<file path="src/rtl/mc_bus_arb.sv">
// Round-robin request/grant arbiter for NUM_CH external bus masters sharing the memory pins.
// Optional grant-hold timeout with revoke masking is compiled in by defining MC_ARB_TIMEOUT_EN.
module mc_bus_arb #(
  parameter int unsigned NUM_CH   = 4,
  parameter int unsigned TURN_CYC = 1,
  parameter int unsigned HOLD_MAX = 64
) (
  input  logic                      mc_clk,
  input  logic                      mc_rst,
  input  logic [NUM_CH-1:0]         mc_br_i,
  output logic [NUM_CH-1:0]         mc_bg_o,
  output logic [$clog2(NUM_CH)-1:0] mc_owner_o,
  output logic                      mc_bus_idle_o,
  output logic                      mc_timeout_o
);

  localparam int unsigned OwnW = $clog2(NUM_CH);

  if (NUM_CH < 2 || NUM_CH > 16 || TURN_CYC < 1 || TURN_CYC > 15 ||
      HOLD_MAX < 2 || HOLD_MAX > 65535) begin : g_param_check
    $error("mc_bus_arb: parameter out of range");
  end

  typedef enum logic [1:0] {StIdle, StGrant, StTurn} state_e;

  state_e            state_q, state_d;
  logic [NUM_CH-1:0] bg_q, bg_d;
  logic [OwnW-1:0]   owner_q, owner_d;
  logic [OwnW-1:0]   ptr_q, ptr_d;
  logic [3:0]        turn_q, turn_d;
  logic [NUM_CH-1:0] mask;
  logic [NUM_CH-1:0] elig;
  logic [OwnW-1:0]   win;
  logic              found;
  logic              arb;

`ifdef MC_ARB_TIMEOUT_EN
  logic [NUM_CH-1:0] mask_d;
  logic [15:0]       hold_q, hold_d;
  logic              timeout_q, timeout_d;
`else
  assign mask = '0;
`endif

  assign elig = mc_br_i & ~mask;

  // First eligible channel at or after the pointer, wrapping.
  always_comb begin : p_pick
    int unsigned idx;
    found = 1'b0;
    win   = '0;
    idx   = 0;
    for (int unsigned off = 0; off < NUM_CH; off++) begin
      idx = (32'(ptr_q) + off) % NUM_CH;
      if (!found && elig[idx[OwnW-1:0]]) begin
        found = 1'b1;
        win   = idx[OwnW-1:0];
      end
    end
  end

  always_comb begin
    state_d = state_q;
    bg_d    = bg_q;
    owner_d = owner_q;
    ptr_d   = ptr_q;
    turn_d  = turn_q;
    arb     = 1'b0;
`ifdef MC_ARB_TIMEOUT_EN
    hold_d    = hold_q;
    mask_d    = mask & mc_br_i;
    timeout_d = 1'b0;
`endif
    unique case (state_q)
      StIdle: arb = 1'b1;
      StGrant: begin
        if (!mc_br_i[owner_q]) begin
          state_d = StTurn;
          bg_d    = '0;
          turn_d  = 4'(TURN_CYC);
`ifdef MC_ARB_TIMEOUT_EN
        end else if (hold_q == 16'(HOLD_MAX)) begin
          state_d         = StTurn;
          bg_d            = '0;
          turn_d          = 4'(TURN_CYC);
          timeout_d       = 1'b1;
          mask_d[owner_q] = 1'b1;
        end else begin
          hold_d = hold_q + 16'd1;
`endif
        end
      end
      StTurn: begin
        if (turn_q == 4'd1) begin
          arb = 1'b1;
        end else begin
          turn_d = turn_q - 4'd1;
        end
      end
      default: state_d = StIdle;
    endcase

    if (arb) begin
      state_d = StIdle;
      if (found) begin
        state_d   = StGrant;
        bg_d      = '0;
        bg_d[win] = 1'b1;
        owner_d   = win;
        ptr_d     = (win == OwnW'(NUM_CH - 1)) ? '0 : win + 1'b1;
`ifdef MC_ARB_TIMEOUT_EN
        hold_d    = 16'd1;
`endif
      end
    end
  end

  always_ff @(posedge mc_clk or posedge mc_rst) begin
    if (mc_rst) begin
      state_q <= StIdle;
      bg_q    <= '0;
      owner_q <= '0;
      ptr_q   <= '0;
      turn_q  <= '0;
    end else begin
      state_q <= state_d;
      bg_q    <= bg_d;
      owner_q <= owner_d;
      ptr_q   <= ptr_d;
      turn_q  <= turn_d;
    end
  end

`ifdef MC_ARB_TIMEOUT_EN
  always_ff @(posedge mc_clk or posedge mc_rst) begin
    if (mc_rst) begin
      hold_q    <= '0;
      mask      <= '0;
      timeout_q <= 1'b0;
    end else begin
      hold_q    <= hold_d;
      mask      <= mask_d;
      timeout_q <= timeout_d;
    end
  end

  assign mc_timeout_o = timeout_q;
`else
  assign mc_timeout_o = 1'b0;
`endif

  assign mc_bg_o       = bg_q;
  assign mc_owner_o    = owner_q;
  assign mc_bus_idle_o = (state_q == StIdle);

endmodule

</file>
<file path="config.mk">
export PLATFORM = sky130hd
export DESIGN_NAME = mc_bus_arb
export DESIGN_NICKNAME = d
export VERILOG_FILES = /design/src/rtl/mc_bus_arb.sv
export SDC_FILE = /design/constraint.sdc
export NUM_CORES = 1
export LEC_CHECK = 0
export CAP_MARGIN = 25
export CORE_MARGIN = 10
export CORE_UTILIZATION = 40
export DETAILED_ROUTE_END_ITERATION = 10
export HOLD_SLACK_MARGIN = 0.15
export PLACE_DENSITY = 0.64
export SYNTH_ARGS = -nofsm -noshare
export SYNTH_HDL_FRONTEND = slang
export SYNTH_SLANG_ARGS = --single-unit
</file>
<file path="constraint.sdc">
create_clock -name mc_clk -period 2.1 [get_ports mc_clk]
set_clock_uncertainty 0.1 [all_clocks]
set_input_delay 0.42 -clock mc_clk [delete_from_list [all_inputs] [get_ports mc_clk]]
set_output_delay 0.42 -clock mc_clk [all_outputs]
set_load 0.1 [all_outputs]
</file>
==> run summary, run 1 <==
==================================================================================
Result of the run                                                     complete, no violations
Worst R2R Start                                                          turn_q[1]
Dominant cells by area after synthesis                                dfrtp_1 (38%), ha_1 (12%), a22o_1 (4.7%)
Global router's overall resource usage                                      0.0953
Cell-by-cell listing of the critical path                             clkdlybuf4s50_1, or2b_1, a21oi_1, a211oi_2, ha_1, mux2_4
Number of buffers created by CTS                                                 3
Post-synthesis net count                                                       100
Count of filler cells inserted in the layout                                   209
Number of nets in the layout                                                   122
Starting density of the core                                                 0.417
TritonCTS clock tree                                                         built
Routed wire length per instance                                            14.0 µm
Number of top-level pins                                                        14
Initial DRC count                                                               12
Initial antenna violation count                                                  0
Top cell type by total area after synthesis                                dfrtp_1
Placed cell count                                                              130
Number of buffers inserted by hold repair at cts                                 0
Largest buffer count on any clock path                                           2
Unrepaired setup endpoints after global routing                                 no
Required @ worst endpoint                                                  2170 ps
Maximum frequency from static timing analysis                              508 MHz
Setup-violating endpoint count in the final report                               0
Num rows                                                                        17
WL final                                                                   1880 µm
Max-slew headroom at the worst pin                                           0.634
Signed area change from the synthesized netlist to the final layout          24.3%
Netlist area before placement                                              923 µm²
Worst-Margin Slew                                                           549 ps
Ant. Diodes                                                                      0
Global-route wire length before repair                                     3490 µm
Number of maximum-capacitance violations                                         0
Min-Delay Path Class                                                      in2async
Clk Latency, worst-skew pair                                                280 ps
Seq/Total Area, Yosys                                                        0.379
Final hold violation count                                                       0
Largest stage delay, worst path                                             550 ps
Hold WS                                                                     377 ps
Area share of the largest cell type after synthesis                          0.379
Average size of a mapped cell                                             10.9 µm²
Clock net sink count                                                            14
Clock-pin slew on the worst setup and hold paths                             90 ps
Number of buffers inserted by post-CTS setup repair                              0
Largest net degree at the start of global routing                               15
Final standard cell utilization of the core                                  0.519
Routability Congestion                                                       0.722
H-tree depth reported by CTS                                                     1
Die Span X                                                                 68.0 µm
Capture point of the worst reg-to-reg path                                ptr_q[1]
Yosys cell types                                                                33
TritonRoute pass-1 iters                                                         4
Core Box Area                                                             2210 µm²
Final standard cell count with taps included and fillers excluded              134
Most used flip-flop cell after synthesis                                   dfrtp_1
CP Data Arrival Time                                                       2040 ps
Yosys warning total                                                              0
Yosys reg bits                                                                  14
Library cell with the highest instance count after synthesis               dfrtp_1
Sum of net half-perimeters after detailed placement                        1490 µm
Flop-to-flop setup slack                                                    220 ps
Instance count of the mapped netlist                                            85
Final cycle utilization of the critical path                                 0.938
Fraction of layout instances using a drive strength above 1                  0.283
Commonest cells in the netlist                                        dfrtp_1 (14), inv_1 (11), ha_1 (9)
Ys async rst share                                                            1.00
Start-to-end type of the worst setup path                                   in2reg
DRC violations left                                                              0
DR vias                                                                        694
Worst reg-to-reg path cell count                                                 6
Area of the die                                                           4630 µm²
Root Buffer Master                                                        clkbuf_4
Worst-path fanout max                                                            5
Cts repair resizes                                                               0
Post-synth EDFFs                                                                 0
Critical path startpoint category                                        input pin
Routed via count divided by cell count                                        5.18
Crit. End Element                                                        flip-flop
Number of global-route vias before repair                                      815
Number of max-slew violations in the final report                                0
IO buf count                                                                    12
Critical path's slowest cell                                          clkdlybuf4s50_1
Die span in y                                                              68.0 µm
Final Critical Period                                                      1970 ps
Antenna viol nets, final                                                         0
Remaining global-route overflow                                                  0
==================================================================================
==> kinds of logic (layout without fill, tap and decap cells) <==
kind of cell | Yosys count | in the layout | synth area share
AO/OA/AOI/OAI | 23 | 23 | 0.198
AND/OR/NAND/NOR | 21 | 21 | 0.164
flip-flops | 14 | 14 | 0.379
buffers and inverters | 13 | 34 | 0.0650
adder cells (fa/ha/maj) | 9 | 9 | 0.122
multiplexers | 4 | 4 | 0.0678
other | 1 | 1 | 0.00406
==> metal layers <==
layer	share of wire	vias to the layer above	GRT usage	wire length, µm
li1	-	350	-	-
met4	0.010	0	0.0302	19
met5	0	-	0	0
met3	0.035	2	0.0228	65
met2	0.49	9	0.170	929
met1	0.46	333	0.109	863
==> metrics by stage <==
step | setup TNS, ps | cell area [µm²] | worst slack (ps)
5_1_grt | 0 | 1150 | 72.2
3_5_place_dp | -1210 | 1110 | -142
6_report | 0 | 1150 | 130
3_3_place_gp | -985 | 1110 | -129
4_1_cts | 0 | 1150 | 140
2_1_floorplan | 0 | 927 | 87.5
==> worst max-delay path by stage <==
stage	start	end	slack, ps	cells past startpoint
after floorplan	mc_owner_o[1]	state_q[0]	90	4
after global placement	mc_br_i[0]	turn_q[0]	-130	6
after detailed placement	mc_br_i[0]	state_q[0]	-140	6
after CTS	mc_br_i[0]	ptr_q[1]	140	6
after global routing	mc_br_i[0]	ptr_q[1]	70	6
final	mc_br_i[0]	ptr_q[1]	130	6
==> flip-flops by register name, summed over array words and instances (netlist names) <==
register	flops
state_q	2
turn_q	4
ptr_q	2
mc_bg_o	4
mc_owner_o	2
==> worst max-delay path: cells and delay by family <==
kind | cells | cell delay [ps]
compound gates | 2 | 260
fa+ha+maj | 1 | 300
simple gates | 1 | 260
buf+inv | 1 | 550
mux | 1 | 250
==> layout make-up <==
class | instances | area [µm²] | share of cell area
sequential | 14 | 352 | 0.306
tap | 28 | 35.0 | 0.0305
inverter | 11 | 41.3 | 0.0360
clock buffer | 4 | 36.3 | 0.0316
multi-input combinational | 58 | 515 | 0.449
timing repair buffer | 19 | 168 | 0.146
==> layout by cell type, fill, tap and decap left out, drive strengths merged, types with 2 or more instances in the layout <==
cell and n:
a31o 2, nand3 3, dfrtp 14, clkdlybuf4s50 5, ha 9, or2b 2
inv 11, a22o 5, a21oi 6, buf 14, o2bb2ai 2, or3b 2
clkbuf 4, nor2 5, nand2b 4, mux2 2
Power of run 1 is left out: the tool's default activity adds up to more than one toggle a clock period on the data nets, which glitch-free logic cannot reach.
==> run 2, diff against run 1 <==
CAP_MARGIN = unset   (was 25)
PLACE_DENSITY = unset   (was 0.64)
==> run 2 against run 1 <==
- global-route usage fell by 0.75 points
- register-to-register slack worse by 70 ps
- hold slack gained 6.1 ps
- sequential share of layout area down 0.20 points
- cell area grew 0.65%
- critical endpoint unchanged
==> run summary, run 2 (same netlist as run 1, synthesis figures left out) <==
==================================================================================
Worst reg-to-reg path cell count                                                 6   unchanged
Routed wire length per instance                                            13.6 µm   was 14.0 µm
DR vias                                                                        693   was 694
Number of max-slew violations in the final report                                0   unchanged
Cts repair resizes                                                               0   unchanged
Worst-path fanout max                                                            5   unchanged
Die span in y                                                              68.0 µm   unchanged
Number of maximum-capacitance violations                                         0   unchanged
Setup-violating endpoint count in the final report                               0   unchanged
Highest-count cells in the layout ignoring fill and taps              buf_4 (14), dfrtp_1 (13), inv_1 (11)   was dfrtp_1 (13), buf_4 (13), inv_1 (11)
Grt met3 use                                                                0.0326   was 0.0228
Worst R2R Start                                                          turn_q[1]   unchanged
Global routing met2 resource utilization                                     0.141   was 0.170
Largest net degree at the start of global routing                               15   unchanged
Crit. End Element                                                        flip-flop   unchanged
Final Critical Period                                                      1950 ps   was 1970 ps
WL final                                                                   1830 µm   was 1880 µm
Number of top-level pins                                                        14   unchanged
Global router's overall resource usage                                      0.0878   was 0.0953
H-tree depth reported by CTS                                                     1   unchanged
TritonRoute pass-1 iters                                                         4   unchanged
Global-route wire length before repair                                     3210 µm   was 3490 µm
Routed via count divided by cell count                                        5.13   was 5.18
Number of buffers created by CTS                                                 3   unchanged
IO buf count                                                                    12   unchanged
Number of buffers inserted by post-CTS setup repair                              0   unchanged
Number of nets in the layout                                                   123   was 122
Initial DRC count                                                               36   was 12
Number of global-route vias before repair                                      714   was 815
Final hold violation count                                                       0   unchanged
Routability Congestion                                                       0.762   was 0.722
Capture point of the worst reg-to-reg path                                ptr_q[1]   unchanged
Start-to-end type of the worst setup path                                   in2reg   unchanged
Count of filler cells inserted in the layout                                   213   was 209
Unrepaired setup endpoints after global routing                                 no   unchanged
GRT Max-Usage Layer                                                           met2   unchanged
Clk Latency, worst-skew pair                                                280 ps   about the same
Required @ worst endpoint                                                  2170 ps   about the same
Min-Delay Path Class                                                      in2async   unchanged
Starting density of the core                                                 0.417   unchanged
Sum of net half-perimeters after detailed placement                        1480 µm   was 1490 µm
Signed area change from the synthesized netlist to the final layout          25.1%   was 24.3%
Remaining global-route overflow                                                  0   unchanged
Largest buffer count on any clock path                                           2   unchanged
Clock-pin slew on the worst setup and hold paths                             90 ps   about the same
Final cycle utilization of the critical path                                 0.931   was 0.938
Area of the die                                                           4630 µm²   unchanged
Max-slew headroom at the worst pin                                           0.627   was 0.634
Initial antenna violation count                                                  0   unchanged
CP Data Arrival Time                                                       2030 ps   was 2040 ps
Flop-to-flop setup slack                                                    150 ps   was 220 ps
Core Box Area                                                             2210 µm²   unchanged
Met1 usage                                                                   0.106   was 0.109
Clock net sink count                                                            14   unchanged
Root Buffer Master                                                        clkbuf_4   unchanged
Worst-Margin Slew                                                           559 ps   was 549 ps
DRC violations left                                                              0   unchanged
Critical path startpoint category                                        input pin   unchanged
Antenna viol nets, final                                                         0   unchanged
Capturing instance or port of the critical path                           ptr_q[1]   unchanged
Num rows                                                                        17   unchanged
Most common cell after layout, fill and taps aside                           buf_4
Number of buffers inserted by hold repair at cts                                 0   unchanged
Final standard cell count with taps included and fillers excluded              135   was 134
Origin of the worst setup path                                          mc_br_i[2]   was mc_br_i[0]
Die Span X                                                                 68.0 µm   unchanged
Fraction of layout instances using a drive strength above 1                  0.290   was 0.283
Placed cell count                                                              131   was 130
Ant. Diodes                                                                      0   unchanged
Result of the run                                                     complete, no violations   unchanged
TritonCTS clock tree                                                         built   unchanged
Maximum frequency from static timing analysis                              512 MHz   was 508 MHz
==================================================================================
[run 2: cell count changes in the layout (fill, tap and decap cells not counted), sizes merged]
cell | before | now
buf | 14 | 15
[run 2: critical path, cell delays in order]
cell and delay (ps):
clkdlybuf4s50_1 470, a22o_1 270, a211oi_2 330, ha_1 280, mux2_4 250
[run 2: routing by layer]
metal / up-vias / wire, µm
met2: 6 / 894
met3: 2 / 88
met4: 0 / 9
met5: - / 0
met1: 337 / 841
li1: 348 / -
[run 2: layout make-up]
type,instances,area (µm²),share of cell area
Sequential cell,14,352,0.304
Timing Repair Buffer,20,175,0.152
Multi-Input combinational cell,58,515,0.446
Inverter,11,41.3,0.0358
Tap cell,28,35.0,0.0303
Clock buffer,4,36.3,0.0314
[run 2: how the worst min path moves through the flow]
stage,startpoint,endpoint,depth (start not counted)
finish,mc_rst,mc_bg_o[1],2
global route,mc_rst,mc_bg_o[3],2
CTS,mc_rst,mc_bg_o[3],2
detailed placement,mc_bg_o[2],mc_bg_o[2],1
global placement,mc_bg_o[2],mc_bg_o[2],1
floorplan,mc_rst,mc_bg_o[0],1
[run 2: through the flow]
stage	setup WS (ps)	hold slack [ps]	util	TNS, ps	cell area [µm²]
after floorplan	87.5	209	-	0	927
after global placement	-134	390	0.506	-639	1120
after detailed placement	-163	387	0.506	-802	1120
final	145	383	0.522	0	1150
after global routing	45.7	411	0.522	0	1150
after CTS	153	409	0.522	0	1150
Power of run 2 is left out for the same reason.
